### src/rtl/popcount_window.sv
// Two-stage valid/ready pipeline that reports the popcount of each accepted vector,
// flags whether it falls inside [LO, HI], and counts delivered hits with saturation.
module popcount_window #(
    parameter int WIDTH = 4,
    parameter int LO    = 2,
    parameter int HI    = 3,
    parameter int CNT_W = 16,
    localparam int CW   = $clog2(WIDTH + 1)
) (
    input  logic             clk,
    input  logic             rst,
    input  logic [WIDTH-1:0] i,
    input  logic             in_valid,
    output logic             in_ready,
    output logic             out_valid,
    input  logic             out_ready,
    output logic             o,
    output logic [CW-1:0]    count,
    input  logic             clear,
    output logic [CNT_W-1:0] hit_cnt
);

    function automatic logic [CW-1:0] popcnt(input logic [WIDTH-1:0] v);
        logic [CW-1:0] s;
        // NOTE: blocking assignment is correct here; s is a local accumulator, not state.
        s = '0;
        for (int k = 0; k < WIDTH; k++) begin
            s = s + CW'(v[k]);
        end
        return s;
    endfunction

    logic             s1_valid;
    logic [WIDTH-1:0] s1_data;
    logic [CW-1:0]    s1_count;
    logic             s1_hit;
    logic             s2_ready;

    assign s1_count = popcnt(s1_data);
    assign s1_hit   = (s1_count >= CW'(LO)) && (s1_count <= CW'(HI));

    // S2 can take a new result when it is empty or its current result leaves this cycle.
    assign s2_ready = !out_valid || out_ready;
    assign in_ready = !s1_valid || s2_ready;

    // NOTE: all state below uses non-blocking assignments so every register samples
    // the pre-edge values of its neighbours, regardless of block ordering.
    always_ff @(posedge clk) begin
        if (rst) begin
            s1_valid  <= 1'b0;
            s1_data   <= '0;
            out_valid <= 1'b0;
            o         <= 1'b0;
            count     <= '0;
        end else begin
            if (in_valid && in_ready) begin
                s1_data  <= i;
                s1_valid <= 1'b1;
            end else if (s2_ready) begin
                s1_valid <= 1'b0;
            end

            // Zeroing o/count on an empty load keeps them at 0 whenever out_valid is 0.
            if (s2_ready) begin
                out_valid <= s1_valid;
                count     <= s1_valid ? s1_count : '0;
                o         <= s1_valid && s1_hit;
            end
        end
    end

    always_ff @(posedge clk) begin
        if (rst || clear) begin
            hit_cnt <= '0;
        end else if (out_valid && out_ready && o && (hit_cnt != '1)) begin
            hit_cnt <= hit_cnt + 1'b1;
        end
    end

endmodule

### config.mk
export PLATFORM = sky130hd
export DESIGN_NAME = popcount_window
export DESIGN_NICKNAME = d
export VERILOG_FILES = /design/src/rtl/popcount_window.sv
export SDC_FILE = /design/constraint.sdc
export NUM_CORES = 1
export LEC_CHECK = 0
export CAP_MARGIN = 25
export CORE_MARGIN = 4
export CORE_UTILIZATION = 40
export CTS_BUF_LIST = sky130_fd_sc_hd__clkbuf_8
export DETAILED_ROUTE_END_ITERATION = 8
export HOLD_SLACK_MARGIN = 0.02
export PLACE_DENSITY = 0.79
export SYNTH_ARGS = -nofsm -noshare
export SYNTH_HDL_FRONTEND = slang
export SYNTH_SLANG_ARGS = --single-unit
### constraint.sdc
create_clock -name clk -period 1.6 [get_ports clk]
set_input_delay 0.16 -clock clk [delete_from_list [all_inputs] [get_ports clk]]
set_output_delay 0.16 -clock clk [all_outputs]
set_load 0.005 [all_outputs]
==> results of run 1 <==
[what timing repair did]
action,CTS,global route
resized for setup,8,32
pin swaps,4,9
hold buffers,0,0
setup endpoints to repair,9,15
hold endpoints to repair,0,0
buffers inserted,2,8
[final cells by class]
cell class | count | area [µm²]
Timing Repair Buffer | 69 | 614.3
Tap cell | 31 | 38.79
Clock inverter | 1 | 5.005
Fill cell | 204 | 772.0
Multi-Input combinational cell | 110 | 823.3
Clock buffer | 3 | 41.29
Inverter | 2 | 7.507
Sequential cell | 25 | 526.8
[placed cells by master, fill, tap and decap left out, types with 2 or more instances in the layout]
cell,netlist,layout
and3_1,3,3
or3_4,0,2
or4_1,6,2
nor4_1,4,2
nand3_1,16,14
inv_1,2,2
mux2i_1,3,3
clkbuf_8,0,3
nor2_1,7,7
dfxtp_1,25,10
nor3_1,3,2
nand4_1,5,5
o21ai_0,5,4
nor4_4,0,2
o31ai_1,4,2
buf_4,1,33
buf_6,0,6
a21oi_2,0,4
dfxtp_4,0,3
dfxtp_2,0,12
clkdlybuf4s50_1,0,29
or4_4,0,4
nand2_1,14,14
or3_1,4,3
a21oi_1,16,12
[synth_stat cells (all sizes together) (4+ instances only)]
master / instances / area [µm²]
o31ai: 4 / 30.03
or4: 6 / 45.04
and3: 4 / 26.28
dfxtp: 25 / 500.5
or3: 5 / 32.53
nor4: 5 / 37.53
nor2: 7 / 26.28
nand4: 5 / 31.28
a21oi: 16 / 80.08
nand3: 16 / 80.08
nand2: 15 / 58.81
o21ai: 5 / 25.02
[per-stage QoR]
step	utilization [%]	instances	hold slack (ns)	instance area [µm²]
global route	72.71	241	0.4488	2057
finish	72.71	241	0.4435	2057
CTS	65.94	233	0.4408	1866
detailed placement	62.41	227	0.4553	1765
global placement	62.41	227	0.4448	1765
floorplan	-	142	0.2895	1247
[critical path: stages (launching register included)]
cell	delay, ns
dfxtp_2	0.34
buf_6	0.12
nand4_1	0.14
buf_4	0.14
nor4_2	0.04
buf_4	0.17
or4_1	0.48
a21oi_1	0.15
[registers in the layout, summed over array words and instances, names as in the netlist]
signal,flops
s1_valid,1
hit_cnt,16
count,3
out_valid,1
s1_data,4
[layer usage]
layer	global-route usage [%]	vias up	part of all wire (%)
met5	0	-	0
met2	36.23	64	54
met3	3.237	12	6.0
met4	7.989	0	2.6
li1	-	677	-
met1	20.11	684	38
[path summary, 6_finish.rpt]
kind	depth (start not counted)	to	slack (ns)
worst max register to register	7	hit_cnt[3]	-0.05
worst max-delay path	7	hit_cnt[3]	-0.05
worst min register to register	2	count[2]	0.47
worst min-delay path	3	s1_data[2]	0.44
[power groups by stage]
stage / Sequential (µW) / Combinational (µW) / Clock, µW
after detailed placement: 653 / 84.4 / 0
after global routing: 637 / 94.8 / 416
final: 636 / 87.6 / 380
after CTS: 638 / 84.0 / 388
after floorplan: 652 / 34.9 / 0
after global placement: 651 / 81.5 / 0
[logic make-up after synthesis]
family	count (synthesis)
AND/OR/NAND/NOR	71
AO/OA/AOI/OAI	32
flip-flops	25
buffers and inverters	7
adder cells (fa/ha/maj)	4
multiplexers	3
==> impl_metrics.env, run 1 <==
export IMPL_area_of_the_mapped_netlist_mm2=0.001210
export IMPL_cts_sinks=25
export IMPL_worst_setup_path_end_kind="flop"
export IMPL_final_setup_skew_ns=0.001893
export IMPL_cts_max_level=1
export IMPL_wire_per_inst_um=17.14
export IMPL_detailed_place_hpwl_mm=2.657
export IMPL_yosys_most_used_dff="dfxtp_1"
export IMPL_io_buffer_count=30
export IMPL_status="complete, but fails checks"
export IMPL_max_cap_violations=0
export IMPL_synthesized_area_per_cell_um2=8.520
export IMPL_ant_nets=0
export IMPL_number_of_cts_inserted_buffers=3
export IMPL_category_of_the_critical_setup_timing_path="reg2reg"
export IMPL_synthXorXnorAreaFrac_pct=0
export IMPL_synth_fa_ha_area_share_pct=4.757
export IMPL_seq_power_share_pct=57.6
export IMPL_die_area_mm2=0.003968
export IMPL_timing_hold_worst_start="i[2]"
export IMPL_rsz0062_at_grt="true"
export IMPL_grt_max_degree=15
export IMPL_first_pass_iters=4
export IMPL_synth_ff_latch_count=25
export IMPL_antenna_diode_count=0
export IMPL_timing_critical_path_from_type="flop"
export IMPL_async_flop_share_pct=0
export IMPL_netSwitchingFraction_pct=23.16
export IMPL_final_routed_drc_violation_total=0
export IMPL_clock_tree_buffer_depth=2
export IMPL_detailedPlace_worstSlack_ns=-0.4353
export IMPL_synth_compound_area_share_pct=16.03
export IMPL_global_route_wire_length_before_repair_mm=6.113
export IMPL_p_comb_share_pct=7.9
export IMPL_finalMaxSlewViolations=0
export IMPL_synth_mux_area_fraction_pct=2.482
export IMPL_floorplan_initialDensity_pct=42.77
export IMPL_hold_viol_final=0
export IMPL_core_area_mm2=0.002829
export IMPL_grt_overflow_total=0
export IMPL_cellLeakagePower_uw=0.0007432
export IMPL_placementRows=19
export IMPL_timing_final_crit_period_ns=1.654
export IMPL_slew_headroom_pct=62.06
export IMPL_groute_usage_overall_pct=18.98
export IMPL_worstHoldPathType="in2reg"
export IMPL_boundaryPins=31
export IMPL_fin_ws_ns=-0.05373
export IMPL_cts_clk_slew_worst_paths_ns=0.09
export IMPL_final_net_count=224
export IMPL_total_power_density_per_cell_area_mw_per_mm2=536.4
export IMPL_synth_edff_count=0
export IMPL_fin_setup_tns_ns=-0.2389
export IMPL_synth_nets=155
export IMPL_critPathRequiredTime_ns=1.80
export IMPL_cp_data_arrival_time_ns=1.85
export IMPL_dieHeight_um=63.00
export IMPL_final_routed_wirelength_mm=4.131
export IMPL_clock_tree_root="clkbuf_8"
export IMPL_synth_warnings=0
export IMPL_setup_viol=8
export IMPL_vias_in_the_first_global_route=1394
export IMPL_worst_slew_pin_slew_ns=0.5671
export IMPL_ir_drop_uv=523.0
export IMPL_area_growth_syn_to_layout_pct=70.01
export IMPL_grt_antenna_before_repair=0
export IMPL_synth_simple_area_share_pct=32.06
export IMPL_clk_insertion_delay_late_ns=0.27
export IMPL_post_synth_num_cell_types=37
export IMPL_synth_top_family_by_area="simple AND/OR/NAND/NOR gates"
export IMPL_syn_instance_count=142
export IMPL_synth_sequential_area_ratio_pct=41.37
export IMPL_final_layout_size_suffix_gt1_share_pct=40.00
export IMPL_drt_iter0_drcs=87
export IMPL_crit_path_max_fo=8
export IMPL_total_power_uw=1103
export IMPL_startpoint_of_the_most_critical_register_to_register_path="hit_cnt[5]"
export IMPL_achievable_frequency_mhz=604.7
export IMPL_part_of_the_power_in_the_clock_network_pct=34.4
export IMPL_tritoncts="yes"
export IMPL_num_vias=1437
export IMPL_violations="negative setup slack"
export IMPL_die_x_um=63.00
export IMPL_final_min_period_over_clock_period_pct=103.4
export IMPL_detail_route_vias_per_cell=5.963
export IMPL_worst_setup_path_startpoint="hit_cnt[5]"
export IMPL_gp_congestion=0.8439
export IMPL_power_spent_charging_and_discharging_nets_uw=255.5
export IMPL_internal_pwr_total_uw=847.8
No activity file was read; power rests on OpenSTA's default activity.
==> run 2, diff against run 1 <==
CORE_MARGIN = 2   (was 4)
==> run 2 against run 1 <==
  * The run still ends with negative setup slack left
  * Clock-buffer cell count unchanged
  * Non-clock buffer count decreased by 1
  * Cell area decreased by 1.4%
  * Wire length decreased by 8.3%
  * Critical endpoint is now hit_cnt[1]
  * Largest power group unchanged
==> impl_metrics.env, run 2 (synthesized netlist as in run 1, its figures left out) <==
export IMPL_die_area_mm2=0.003480
export IMPL_groute_usage_overall_pct=21.96
export IMPL_max_cap_violations=0
export IMPL_seqCellArea_um2=521.8
export IMPL_multi_input_area_um2=822.0
export IMPL_core_area_mm2=0.002805
export IMPL_final_routed_wirelength_mm=3.788
export IMPL_worstPathBufferInverterCount=3
export IMPL_first_pass_iters=4
export IMPL_worst_r2r_endpoint="hit_cnt[1]"
export IMPL_post_dp_cell_area_mm2=0.001780
export IMPL_worstHoldPathType="in2reg"
export IMPL_reg2reg_depth=7
export IMPL_detailedPlace_worstSlack_ns=-0.4123
export IMPL_number_of_cts_inserted_buffers=3
export IMPL_detail_route_vias_per_cell=5.796
export IMPL_fin_ws_ns=-0.03163
export IMPL_number_of_flip_flops_under_the_largest_register_name=16
export IMPL_timing_critical_path_from_type="flop"
export IMPL_ir_drop_uv=436.0
export IMPL_io_buffer_count=30
export IMPL_cts_clk_slew_worst_paths_ns=0.09
export IMPL_die_x_um=59.00
export IMPL_final_layout_size_suffix_gt1_share_pct=37.80
export IMPL_global_route_wire_length_before_repair_mm=5.775
export IMPL_clock_tree_root="clkbuf_8"
export IMPL_timing_final_crit_period_ns=1.632
export IMPL_floorplan_initialDensity_pct=43.13
export IMPL_category_of_the_critical_setup_timing_path="reg2reg"
export IMPL_final_setup_skew_ns=0.008713
export IMPL_grt_antenna_before_repair=0
export IMPL_cpLargestDelayFamily="simple AND/OR/NAND/NOR gates"
export IMPL_total_power_density_per_cell_area_mw_per_mm2=545.4
export IMPL_mostFrequentLayoutCell="buf_4"
export IMPL_worst_hold_slack_ns=0.4393
export IMPL_area_growth_syn_to_layout_pct=67.63
export IMPL_finish_instance_area_mm2=0.002028
export IMPL_slew_headroom_pct=70.02
export IMPL_crit_chain="buf_6 > nand4_1 > buf_6 > nor4_4 > buf_4 > o21ai_1 > a21oi_1"
export IMPL_worst_path_stages=7
export IMPL_cp_data_arrival_time_ns=1.82
export IMPL_gp_congestion=0.8629
export IMPL_setup_viol=4
export IMPL_final_routed_drc_violation_total=0
export IMPL_cellLeakagePower_uw=0.0007447
export IMPL_clk_insertion_delay_late_ns=0.28
export IMPL_worst_path_most_repeated_cell="buf_6"
export IMPL_worst_setup_path_startpoint="hit_cnt[6]"
export IMPL_finalMaxSlewViolations=0
export IMPL_vias_in_the_first_global_route=1332
export IMPL_crit_path_end="hit_cnt[1]"
export IMPL_worst_slew_pin_slew_ns=0.4481
export IMPL_cp_slowest_cell="nor4_4"
export IMPL_antenna_diode_count=0
export IMPL_achievable_frequency_mhz=612.9
export IMPL_max_flop_register="hit_cnt"
export IMPL_startpoint_of_the_most_critical_register_to_register_path="hit_cnt[6]"
export IMPL_slowest_delay_ns=0.37
export IMPL_total_power_uw=1106
export IMPL_crit_path_max_fo=6
export IMPL_num_vias=1391
export IMPL_placementRows=19
export IMPL_violations="negative setup slack"
export IMPL_reg_top3="hit_cnt: 16 flops, s1_data: 4 flops, count: 3 flops"
export IMPL_grt_max_degree=15
export IMPL_nFillCells=200
export IMPL_wire_per_inst_um=15.78
export IMPL_regToRegSetupSlack_ns=-0.03
export IMPL_boundaryPins=31
export IMPL_worst_setup_path_end_kind="flop"
export IMPL_cts_hold_repair_buffers=0
export IMPL_ant_nets=0
export IMPL_hold_viol_final=0
export IMPL_final_net_count=223
export IMPL_cts_sinks=25
export IMPL_grt_overflow_total=0
export IMPL_rsz0062_at_grt="true"
export IMPL_status="complete, but fails checks"
export IMPL_tritoncts="yes"
export IMPL_detailed_place_hpwl_mm=2.589
export IMPL_drt_iter0_drcs=41
export IMPL_critPathRequiredTime_ns=1.79
export IMPL_dieHeight_um=59.00
export IMPL_final_min_period_over_clock_period_pct=102.0
export IMPL_cts_max_level=1
export IMPL_clock_tree_buffer_depth=2
export IMPL_mostFrequentLayoutCells="buf_4 (36), clkdlybuf4s50_1 (29), nand2_1 (14), a21oi_1 (14), dfxtp_1 (14)"
[run 2: cell count changes in the layout (fill, tap and decap cells not counted), sizes merged]
| cell | delta |
|---|---|
| buf | -1 |
[run 2: what timing repair did]
action / in CTS / in global routing
setup buffers: 0 / 7
endpoints found under the setup margin: 9 / 16
gates resized for setup: 8 / 24
pin swaps: 4 / 19
gates cloned: 0 / 0
[run 2: report_power, final]
| group | internal [µW] | leakage, µW | switching [µW] |
|---|---|---|---|
| Sequential | 627 | 0.000209 | 7.54 |
| Clock | 175 | 0.0000255 | 204 |
| Combinational | 51.1 | 0.000511 | 42.0 |
[run 2: worst register-to-register path, stage by stage (launching register included)]
cell	delay, ns
dfxtp_2	0.35
buf_6	0.10
nand4_1	0.12
buf_6	0.17
nor4_4	0.37
buf_4	0.21
o21ai_1	0.07
a21oi_1	0.16
[run 2: final cells by class]
cell class	instances	area share, %
Multi-Input combinational cell	110	40.53
Timing Repair Buffer	68	29.18
Sequential cell	25	25.72
Clock buffer	3	2.036
Tap cell	31	1.912
Inverter	2	0.3701
Clock inverter	1	0.2468
[run 2: worst min path at each step]
stage,from,end,slack [ns],cells past startpoint
2_1_floorplan,in_valid,s1_valid,0.29,2
3_3_place_gp,count[0],count[0],0.45,2
3_5_place_dp,count[2],count[2],0.45,2
4_1_cts,i[2],s1_data[2],0.45,3
5_1_grt,i[2],s1_data[2],0.46,3
6_report,i[3],s1_data[3],0.44,3
[run 2: through the flow]
step           cells  setup TNS [ns]  utilization, %
2_1_floorplan    142         -0.1258               -
3_3_place_gp     229          -1.900           63.47
3_5_place_dp     229          -2.401           63.47
4_1_cts          233         -0.1178           66.73
5_1_grt          240         -0.7014           72.30
6_report         240        -0.06188           72.30
[run 2: routing by layer]
layer	wire length (µm)	GRT usage [%]	up-vias	share of wire, %
met3	132	3.275	5	3.5
met4	42	8.766	0	1.1
met5	0	0	-	0
met1	1500	24.08	673	40
li1	-	-	672	-
met2	2112	41.75	41	56
==> run 3, diff against run 2 <==
CORE_MARGIN = 3   (was 2)
==> run 3 against run 2 <==
  * The flow still finishes with violations (negative setup slack)
  * Worst setup slack got worse by 0.0045 ns
  * Die area rose by 6.9%
  * Wire length fell by 1.7%
  * Global-route usage fell by 1.6 points
  * Hold slack got worse by 0.0013 ns
  * Non-clock buffer count fell by 2
  * Register-to-register slack barely moved
  * Critical path depth fell by 3
  * Cell area fell by 1.1%
  * Sequential share of layout area rose by 0.29 points
  * Cell count fell by 0.83%
  * Flip-flop and latch count did not move
  * Largest cell class unchanged
  * Highest routed layer unchanged
==> impl_metrics.env, run 3 (synthesized netlist as in run 1, its figures left out) <==
export IMPL_finalMaxSlewViolations=0
export IMPL_global_route_wire_length_before_repair_mm=5.692
export IMPL_worstPathBufferInverterCount=0
export IMPL_cp_data_arrival_time_ns=1.84
export IMPL_slew_headroom_pct=65.25
export IMPL_worst_slew_pin_slew_ns=0.5194
export IMPL_seq_power_share_pct=58.1
export IMPL_final_layout_size_suffix_gt1_share_pct=35.27
export IMPL_gp_congestion=0.7761
export IMPL_achievable_frequency_mhz=611.2
export IMPL_p_comb_share_pct=7.8
export IMPL_timing_final_crit_period_ns=1.636
export IMPL_max_cap_violations=0
export IMPL_num_vias=1344
export IMPL_postLayoutCoreUtil_pct=70.90
export IMPL_ant_nets=0
export IMPL_antenna_diode_count=0
export IMPL_total_power_density_per_cell_area_mw_per_mm2=545.0
export IMPL_internal_pwr_total_uw=845.1
export IMPL_cellLeakagePower_uw=0.0007558
export IMPL_part_of_the_power_in_the_clock_network_pct=34.1
export IMPL_die_area_mm2=0.003720
export IMPL_seqCellArea_um2=521.8
export IMPL_final_net_count=221
export IMPL_cts_clk_slew_worst_paths_ns=0.09
export IMPL_wl_met1_mm=1.499
export IMPL_core_area_mm2=0.002829
export IMPL_reg2reg_depth=4
export IMPL_place_detailed_instances=229
export IMPL_finish_instance_area_mm2=0.002006
export IMPL_wire_per_inst_um=15.65
export IMPL_met2_length_mm=1.973
export IMPL_min_path_cells=3
export IMPL_nFillCells=218
export IMPL_groute_usage_overall_pct=20.35
export IMPL_floorplan_initialDensity_pct=42.77
export IMPL_worst_path_stages=4
export IMPL_clk_insertion_delay_late_ns=0.27
export IMPL_number_of_cts_inserted_buffers=3
export IMPL_drt_iter0_drcs=47
export IMPL_vias_in_the_first_global_route=1362
export IMPL_max_flop_register="hit_cnt"
export IMPL_cts_max_level=1
export IMPL_netSwitchingFraction_pct=22.68
export IMPL_tritoncts="yes"
export IMPL_grt_antenna_before_repair=0
export IMPL_die_x_um=61.00
export IMPL_mostFrequentLayoutCells="buf_4 (32), clkdlybuf4s50_1 (29), a21oi_1 (15)"
export IMPL_final_routed_wirelength_mm=3.724
export IMPL_cp_slowest_cell="or4_4"
export IMPL_timing_critical_path_from_type="flop"
export IMPL_detailedPlace_worstSlack_ns=-0.3760
export IMPL_reg_top3="hit_cnt: 16 flops, s1_data: 4 flops, count: 3 flops"
export IMPL_final_routed_drc_violation_total=0
export IMPL_post_dp_cell_area_mm2=0.001780
export IMPL_worst_setup_path_end_kind="flop"
export IMPL_route_met3_wl_um=189
export IMPL_mostFrequentLayoutCell="buf_4"
export IMPL_final_min_period_over_clock_period_pct=102.3
export IMPL_instances_no_fill=238
export IMPL_cpLargestDelayFamily="simple AND/OR/NAND/NOR gates"
export IMPL_clock_tree_buffer_depth=2
export IMPL_ir_drop_uv=433.3
export IMPL_crit_chain="nand2_4 > or4_4 > or4_1 > a21oi_1"
export IMPL_first_pass_iters=4
export IMPL_number_of_flip_flops_under_the_largest_register_name=16
export IMPL_route_top_layer_used="met4"
export IMPL_multi_input_area_um2=808.3
export IMPL_violations="negative setup slack"
export IMPL_clock_tree_root="clkbuf_8"
export IMPL_crit_path_max_fo=7
export IMPL_dieHeight_um=61.00
export IMPL_category_of_the_critical_setup_timing_path="reg2reg"
export IMPL_fin_ws_ns=-0.03608
export IMPL_final_setup_skew_ns=0.002363
export IMPL_status="complete, but fails checks"
export IMPL_grt_max_degree=14
export IMPL_detailed_place_hpwl_mm=2.575
export IMPL_io_buffer_count=30
export IMPL_cts_sinks=25
export IMPL_placementRows=19
export IMPL_boundaryPins=31
export IMPL_hold_viol_final=0
export IMPL_cts_hold_repair_buffers=0
export IMPL_worstHoldPathType="in2reg"
export IMPL_critPathRequiredTime_ns=1.80
export IMPL_area_growth_syn_to_layout_pct=65.77
export IMPL_detail_route_vias_per_cell=5.647
export IMPL_power_spent_charging_and_discharging_nets_uw=247.9
export IMPL_slowest_delay_ns=0.58
export IMPL_rsz0062_at_grt="true"
export IMPL_setup_viol=3
export IMPL_grt_overflow_total=0
==> run 3: cell types whose count changed in the layout (fill, tap and decap cells not counted), moves of 2 or more <==
cell	delta
nand3_2	-2
buf_4	-4
nand3_1	+2
o21ai_0	+2
o21ai_1	-2
buf_6	+2
==> run 3: routing by layer <==
| metal | global-route usage [%] | vias up |
|---|---|---|
| li1 | - | 672 |
| met4 | 10.22 | 0 |
| met2 | 36.18 | 36 |
| met5 | 0 | - |
| met1 | 22.27 | 629 |
| met3 | 5.106 | 7 |
==> run 3: layout make-up <==
type | count | share of cell area, %
Clock buffer | 3 | 2.059
Clock inverter | 1 | 0.1871
Inverter | 2 | 0.3743
Multi-Input combinational cell | 110 | 40.30
Sequential cell | 25 | 26.01
Tap cell | 31 | 1.934
Timing Repair Buffer | 66 | 29.13
==> run 3: power groups by stage <==
| stage | clock network (µW) | registers, µW | logic, µW |
|---|---|---|---|
| floorplan | 0 | 652 | 34.9 |
| global placement | 0 | 651 | 81.1 |
| detailed placement | 0 | 652 | 83.3 |
| CTS | 379 | 638 | 83.2 |
| global route | 401 | 637 | 93.7 |
| finish | 373 | 635 | 85.2 |
==> run 3: final timing paths <==
kind                            startpoint         end  slack, ns
worst min register to register    count[2]    count[2]       0.46
worst max register to register  hit_cnt[2]  hit_cnt[9]      -0.04
worst max-delay path            hit_cnt[2]  hit_cnt[9]      -0.04
worst min-delay path                  i[1]  s1_data[1]       0.44
==> run 3: per-stage QoR <==
step,hold WS (ns),setup TNS [ns],power [µW]
after global routing,0.4509,-0.2372,1131
after floorplan,0.2895,-0.1258,687.0
after global placement,0.4456,-1.904,732.5
after CTS,0.4445,-0.1086,1100
final,0.4380,-0.06450,1093
after detailed placement,0.4505,-2.277,735.5
==> run 3: worst register-to-register path, cell delays in order (launching register included) <==
cell and delay, ns:
dfxtp_4 0.37, nand2_4 0.05, or4_4 0.58, or4_1 0.42, a21oi_1 0.15
==> run 3: what timing repair did <==
item	4_1_cts	5_1_grt
gates resized for setup	7	23
setup endpoints to repair	8	17
buffers inserted	1	4
pin swaps	5	11
